--- config.mk ---
export PLATFORM = sky130hd
export DESIGN_NAME = placement_readback
export DESIGN_NICKNAME = d
export VERILOG_FILES = /design/src/rtl/placement_readback.sv
export SDC_FILE = /design/constraint.sdc
export NUM_CORES = 1
export LEC_CHECK = 0
export CORE_MARGIN = 1
export CORE_UTILIZATION = 40
export CTS_CLUSTER_SIZE = 40
export DETAILED_ROUTE_END_ITERATION = 8
export GPL_TIMING_DRIVEN = 1
export HOLD_SLACK_MARGIN = 0.03
export PLACE_DENSITY_LB_ADDON = 0.3
export SYNTH_ARGS = -nofsm -noshare
export SYNTH_HDL_FRONTEND = slang
export SYNTH_SLANG_ARGS = --single-unit
--- constraint.sdc ---
create_clock -name clk -period 2.84 [get_ports clk]
set_clock_uncertainty 0.15 [all_clocks]
set_input_delay 0.284 -clock clk [delete_from_list [all_inputs] [get_ports clk]]
set_output_delay 0.284 -clock clk [all_outputs]
set_load 0.02 [all_outputs]
--- src/rtl/placement_readback.sv ---
// Reads back the placer's result from the pos_X/pos_Y and grid RAMs, cross-checks each node
// against the grid, and streams one (node,x,y,flags) record per node with running totals.
//
// state     | meaning
// ----------|---------------------------------------------------------------
// S_IDLE    | waiting for start; counters hold last scan's totals
// S_RDPOS   | pos_X/pos_Y read strobe out, addrP = current node
// S_WPOS    | RAM latency wait
// S_CAPPOS  | capture x,y; classify unplaced / out-of-range / needs grid check
// S_RDGRID  | grid read strobe out at x*N+y
// S_WGRID   | RAM latency wait
// S_CAPGRID | compare grid word against node id
// S_EMIT    | record valid, waiting for rec_ready
// S_DONE    | one-cycle done pulse, then back to idle
module placement_readback #(
  parameter int N       = 6,
  parameter int N_NODES = 36,
  parameter int DW      = 32,
  parameter int POS_AW  = 7,
  parameter int GRID_AW = 12
) (
  input  logic               clk,
  input  logic               reset,
  input  logic               start,
  output logic               busy,
  output logic               done,
  output logic               rePX,
  output logic               rePY,
  output logic [POS_AW-1:0]  addrP,
  input  logic [DW-1:0]      doutPX,
  input  logic [DW-1:0]      doutPY,
  output logic               reGrid,
  output logic [GRID_AW-1:0] addrGrid,
  input  logic [DW-1:0]      doutGrid,
  output logic               rec_valid,
  input  logic               rec_ready,
  output logic [DW-1:0]      rec_node,
  output logic [DW-1:0]      rec_x,
  output logic [DW-1:0]      rec_y,
  output logic [2:0]         rec_flags,
  output logic [DW-1:0]      placed_cnt,
  output logic [DW-1:0]      err_cnt
);

  typedef enum logic [3:0] {
    S_IDLE,
    S_RDPOS,
    S_WPOS,
    S_CAPPOS,
    S_RDGRID,
    S_WGRID,
    S_CAPGRID,
    S_EMIT,
    S_DONE
  } state_t;

  localparam logic signed [DW-1:0] NEG_ONE   = '1;
  localparam logic signed [DW-1:0] ZERO      = '0;
  localparam logic signed [DW-1:0] MAX_COORD = DW'(N - 1);
  localparam logic signed [DW-1:0] N_S       = DW'(N);
  localparam logic [POS_AW-1:0]    LAST_IDX  = POS_AW'(N_NODES - 1);

  state_t state, state_nxt;
  logic [POS_AW-1:0] idx, idx_nxt;

  logic signed [DW-1:0] pos_x, pos_y;
  logic                 unplaced, out_of_range, grid_mis, last, accept;
  logic [DW-1:0]        idx_ext;

  assign pos_x        = $signed(doutPX);
  assign pos_y        = $signed(doutPY);
  // The -1 sentinel takes priority over the range test, so a -1 never reads as range_err.
  assign unplaced     = (pos_x == NEG_ONE) || (pos_y == NEG_ONE);
  assign out_of_range = (pos_x < ZERO) || (pos_x > MAX_COORD) ||
                        (pos_y < ZERO) || (pos_y > MAX_COORD);
  assign idx_ext      = {{(DW-POS_AW){1'b0}}, idx};
  assign grid_mis     = (doutGrid != idx_ext);
  assign last         = (idx == LAST_IDX);
  assign accept       = (state == S_EMIT) && rec_ready;

  always_ff @(posedge clk or negedge reset) begin
    if (!reset) begin
      state <= S_IDLE;
      idx   <= '0;
    end else begin
      state <= state_nxt;
      idx   <= idx_nxt;
    end
  end

  always_comb begin
    state_nxt = state;
    idx_nxt   = idx;
    case (state)
      S_IDLE: begin
        if (start) begin
          state_nxt = S_RDPOS;
          idx_nxt   = '0;
        end
      end
      S_RDPOS:   state_nxt = S_WPOS;
      S_WPOS:    state_nxt = S_CAPPOS;
      S_CAPPOS:  state_nxt = (unplaced || out_of_range) ? S_EMIT : S_RDGRID;
      S_RDGRID:  state_nxt = S_WGRID;
      S_WGRID:   state_nxt = S_CAPGRID;
      S_CAPGRID: state_nxt = S_EMIT;
      S_EMIT: begin
        if (rec_ready) begin
          if (last) begin
            state_nxt = S_DONE;
          end else begin
            state_nxt = S_RDPOS;
            idx_nxt   = idx + POS_AW'(1);
          end
        end
      end
      S_DONE:    state_nxt = S_IDLE;
      default:   state_nxt = S_IDLE;
    endcase
  end

  // Strobes and status are registered off the next state so they line up with the state they describe.
  always_ff @(posedge clk or negedge reset) begin
    if (!reset) begin
      busy       <= 1'b0;
      done       <= 1'b0;
      rePX       <= 1'b0;
      rePY       <= 1'b0;
      addrP      <= '0;
      reGrid     <= 1'b0;
      addrGrid   <= '0;
      rec_valid  <= 1'b0;
      rec_node   <= '0;
      rec_x      <= '0;
      rec_y      <= '0;
      rec_flags  <= '0;
      placed_cnt <= '0;
      err_cnt    <= '0;
    end else begin
      busy      <= (state_nxt != S_IDLE);
      done      <= (state_nxt == S_DONE);
      rePX      <= (state_nxt == S_RDPOS);
      rePY      <= (state_nxt == S_RDPOS);
      reGrid    <= (state_nxt == S_RDGRID);
      rec_valid <= (state_nxt == S_EMIT);

      if (state_nxt == S_RDPOS) begin
        addrP <= idx_nxt;
      end

      if ((state == S_IDLE) && start) begin
        placed_cnt <= '0;
        err_cnt    <= '0;
      end

      if (state == S_CAPPOS) begin
        rec_node  <= idx_ext;
        rec_x     <= doutPX;
        rec_y     <= doutPY;
        rec_flags <= {out_of_range && !unplaced, 1'b0, unplaced};
        if (!unplaced && !out_of_range) begin
          // Full-width product first, then truncation to the grid address width.
          addrGrid <= GRID_AW'(pos_x * N_S + pos_y);
        end
      end

      if (state == S_CAPGRID) begin
        rec_flags[1] <= grid_mis;
      end

      if (accept) begin
        if (rec_flags == 3'b000) begin
          placed_cnt <= placed_cnt + DW'(1);
        end else begin
          err_cnt <= err_cnt + DW'(1);
        end
      end
    end
  end

endmodule

==> qor.yml <==
power:
  totalPowerFinal_uw: 10700
  p_leak_uw: 0.00627
  worst_ir_drop_vdd_mv: 0.446
  powerDensity_mw_per_mm2: 787
sta:
  layout_min_cycle_time_ps: 3000
  fmax_ghz: 0.333
  fin_ws_ps: -164
  finalSetupViolations: 2
  hold_viol: 0
  worst_pin_slew_ps: 719
  slew_violations: 0
  rsz0062_at_grt: "yes"
  max-slew-margin-rel: 0.521
  timing.final.crit_share: 1.06
global_routing:
  grt_overflow: 0
  grt_pass1_vias: 8035
  antenna_found_initial: 0
  grt_pass1_wl_um: 42700
  track_usage: 0.231
  grt_max_degree: 81
synthesis:
  ys.flop_type: "dfrtp_1"
  synth.yosys.seq_area_share: 0.472
  synth_cell_type_count: 72
  netlist.area_leader.share: 0.472
  synth_edf_count: 0
  synth_area_mm2: 0.00917
  avgSynthCellArea_um2: 9.65
  yosysTopAreaCell: "dfrtp_1"
  yosysWarnings: 0
  synth_cells: 950
  ys_top_cells_by_area: "dfrtp_1 47%, nand2_1 11%, ha_1 5.0%"
  ys_seq_elements: 173
  async_reset_ff_frac: 1.00
layout:
  final_nets: 1427
  diodes: 0
  drive_above_1_share: 0.171
  design_area_mm2: 0.0136
  area_delta_synth_final_pct: 48.3
route:
  dr.pass1.iters: 5
  drt-wirelength-per-cell_um: 17.1
  drc: 0
  route.antenna.remaining_nets: 0
  vias: 8271
  wl_um: 27100
  first_iter_violations: 535
  viasPerCell: 5.22
worst_setup_path:
  start_kind: "input port"
  reg2reg_slack_ps: 510
  worst-setup-path-type: "input port to flop"
  cp.required_ps: 3000
  end_kind: "flop"
  critPathMaxFanout: 5
  cp.arrival_ps: 3160
clock_tree:
  ctsHtreeMaxLevel: 4
  cts_buffer_depth: 2
  clk_pin_slew_ps: 70
  cts_made_buffers: 17
  clk_latency_ps: 420
  cts_sinks: 173
  cts_tree: "built"
  cts_root_buf: "clkbuf_16"
placed_design:
  post_dp_cell_area_mm2: 0.0126
  dp_slack_ps: -1020
  place_congestion: 0.914
  dp_hpwl_um: 20300
  port_buffers: 262
floorplan:
  initial_core_util: 0.406
  num_rows: 55
  pin_count: 288
  die_h_um: 153
  die_w_um: 153
  core_mm2: 0.0226
  die_area_mm2: 0.0235
job:
  maxCapViolations: 0
min_path:
  hold_class: "input port to flop"
run_status:
  violations: "setup timing"
  status: "finished, violations left"
==> final timing paths <==
| check | end | startpoint | cells after the start |
|---|---|---|---|
| max reg2reg | err_cnt[23] | err_cnt[8] | 7 |
| min | rec_x[2] | doutPX[2] | 5 |
| min reg2reg | rec_y[18] | rec_y[18] | 2 |
| max | addrGrid[11] | doutPX[2] | 17 |
| max in group asynchronous | placed_cnt[15] | reset | 3 |
| min in group asynchronous | err_cnt[15] | reset | 2 |
==> placed cells by master (no fill, tap or decap), types with 16 or more instances in the layout <==
cell / n
conb_1: 25
clkbuf_16: 17
o21ai_0: 30
mux2_2: 16
nor4_1: 20
clkdlybuf4s50_1: 253
nand4_1: 34
ha_1: 25
mux2i_1: 27
nor2_1: 38
nand3_1: 28
buf_4: 81
dfrtp_1: 173
inv_1: 18
xor2_1: 18
nand2_1: 259
==> through the flow <==
| stage | hold WS, ps | setup TNS, ps | util | std cells |
|---|---|---|---|---|
| 6_report | 101 | -324 | 0.602 | 1585 |
| 5_1_grt | 112 | -563 | 0.602 | 1585 |
| 4_1_cts | 84.5 | -569 | 0.598 | 1585 |
| 3_5_place_dp | 210 | -4980 | 0.560 | 1543 |
| 3_3_place_gp | 210 | -4670 | 0.560 | 1543 |
| 2_1_floorplan | -162 | -705 | - | 974 |
==> state kept, by name, summed over array words and instances, names as in the netlist, 3 cells and up <==
name	cells
addrP	7
idx	7
addrGrid	12
state	4
err_cnt	32
rec_flags	3
rec_y	32
placed_cnt	32
rec_x	32
rec_node	7
==> power by group <==
| part | leakage [uW] | switching, uW | internal [uW] | total, uW |
|---|---|---|---|---|
| sequential | 0.00227 | 459 | 3100 | 3560 |
| combinational | 0.00370 | 2530 | 2060 | 4590 |
| clock | 0.000302 | 1050 | 1490 | 2550 |
| total | 0.00627 | 4040 | 6650 | 10700 |
==> cells by family after synthesis <==
kind of cell | count (synthesis) | share of synthesized area
multiplexers | 46 | 0.0528
XOR/XNOR | 33 | 0.0315
buffers and inverters | 83 | 0.0478
AND/OR/NAND/NOR | 450 | 0.235
AO/OA/AOI/OAI | 125 | 0.105
other | 1 | 0.000409
flip-flops | 173 | 0.472
adder cells (fa/ha/maj) | 39 | 0.0549
==> per-layer routing <==
layer	share of wire	track usage	wire length [um]
met5	0	0	0
met4	0.024	0.0852	657
met3	0.062	0.0525	1680
met2	0.49	0.391	13200
met1	0.43	0.288	11600
==> final cells by class <==
| type | count | area, um2 |
|---|---|---|
| fill | 1941 | 8980 |
| multi-input combinational | 718 | 4770 |
| sequential | 173 | 4330 |
| timing repair buffer | 355 | 3410 |
| clock buffer | 17 | 425 |
| tap | 285 | 357 |
| clock inverter | 14 | 208 |
| inverter | 23 | 101 |
==> worst max-delay path, cell delays in order <==
cell and delay, ps:
buf_8 100, buf_6 110, ha_4 260, inv_4 40, ha_4 190, a21o_1 190, a21oi_4 140, nor2b_1 60
o21a_1 180, o41a_1 330, xnor2_1 140, ha_1 320, buf_4 170, a31oi_1 160, a21oi_1 70, xnor2_1 140
mux2_4 260
==> synth_stat cells, types with 4 or more instances <==
master,count
o211ai_1,11
nand3_1,29
nor3_1,9
and4_1,5
and3_1,15
a22o_1,4
o31ai_1,12
nand4_1,34
clkbuf_1,23
mux2_2,19
a21o_1,4
buf_4,26
dfrtp_1,173
ha_1,37
a211oi_1,4
a21oi_1,8
nor4_1,20
o31ai_2,10
a31oi_1,6
o21a_1,4
buf_2,4
o21ai_0,33
xor2_1,18
o211ai_2,8
inv_1,22
nand2_1,260
xnor2_1,15
nor2_1,40
nand4_2,4
o21bai_1,4
mux2i_1,27
==> repair_timing <==
item / in CTS / in global routing
hold buffers: 1 / 0
gates resized for setup: 39 / 29
hold endpoints to repair: 66 / 0
endpoints found under the setup margin: 5 / 5
pin swaps: 21 / 24
buffers inserted: 10 / 5
No activity file was read; power rests on OpenSTA's default activity.
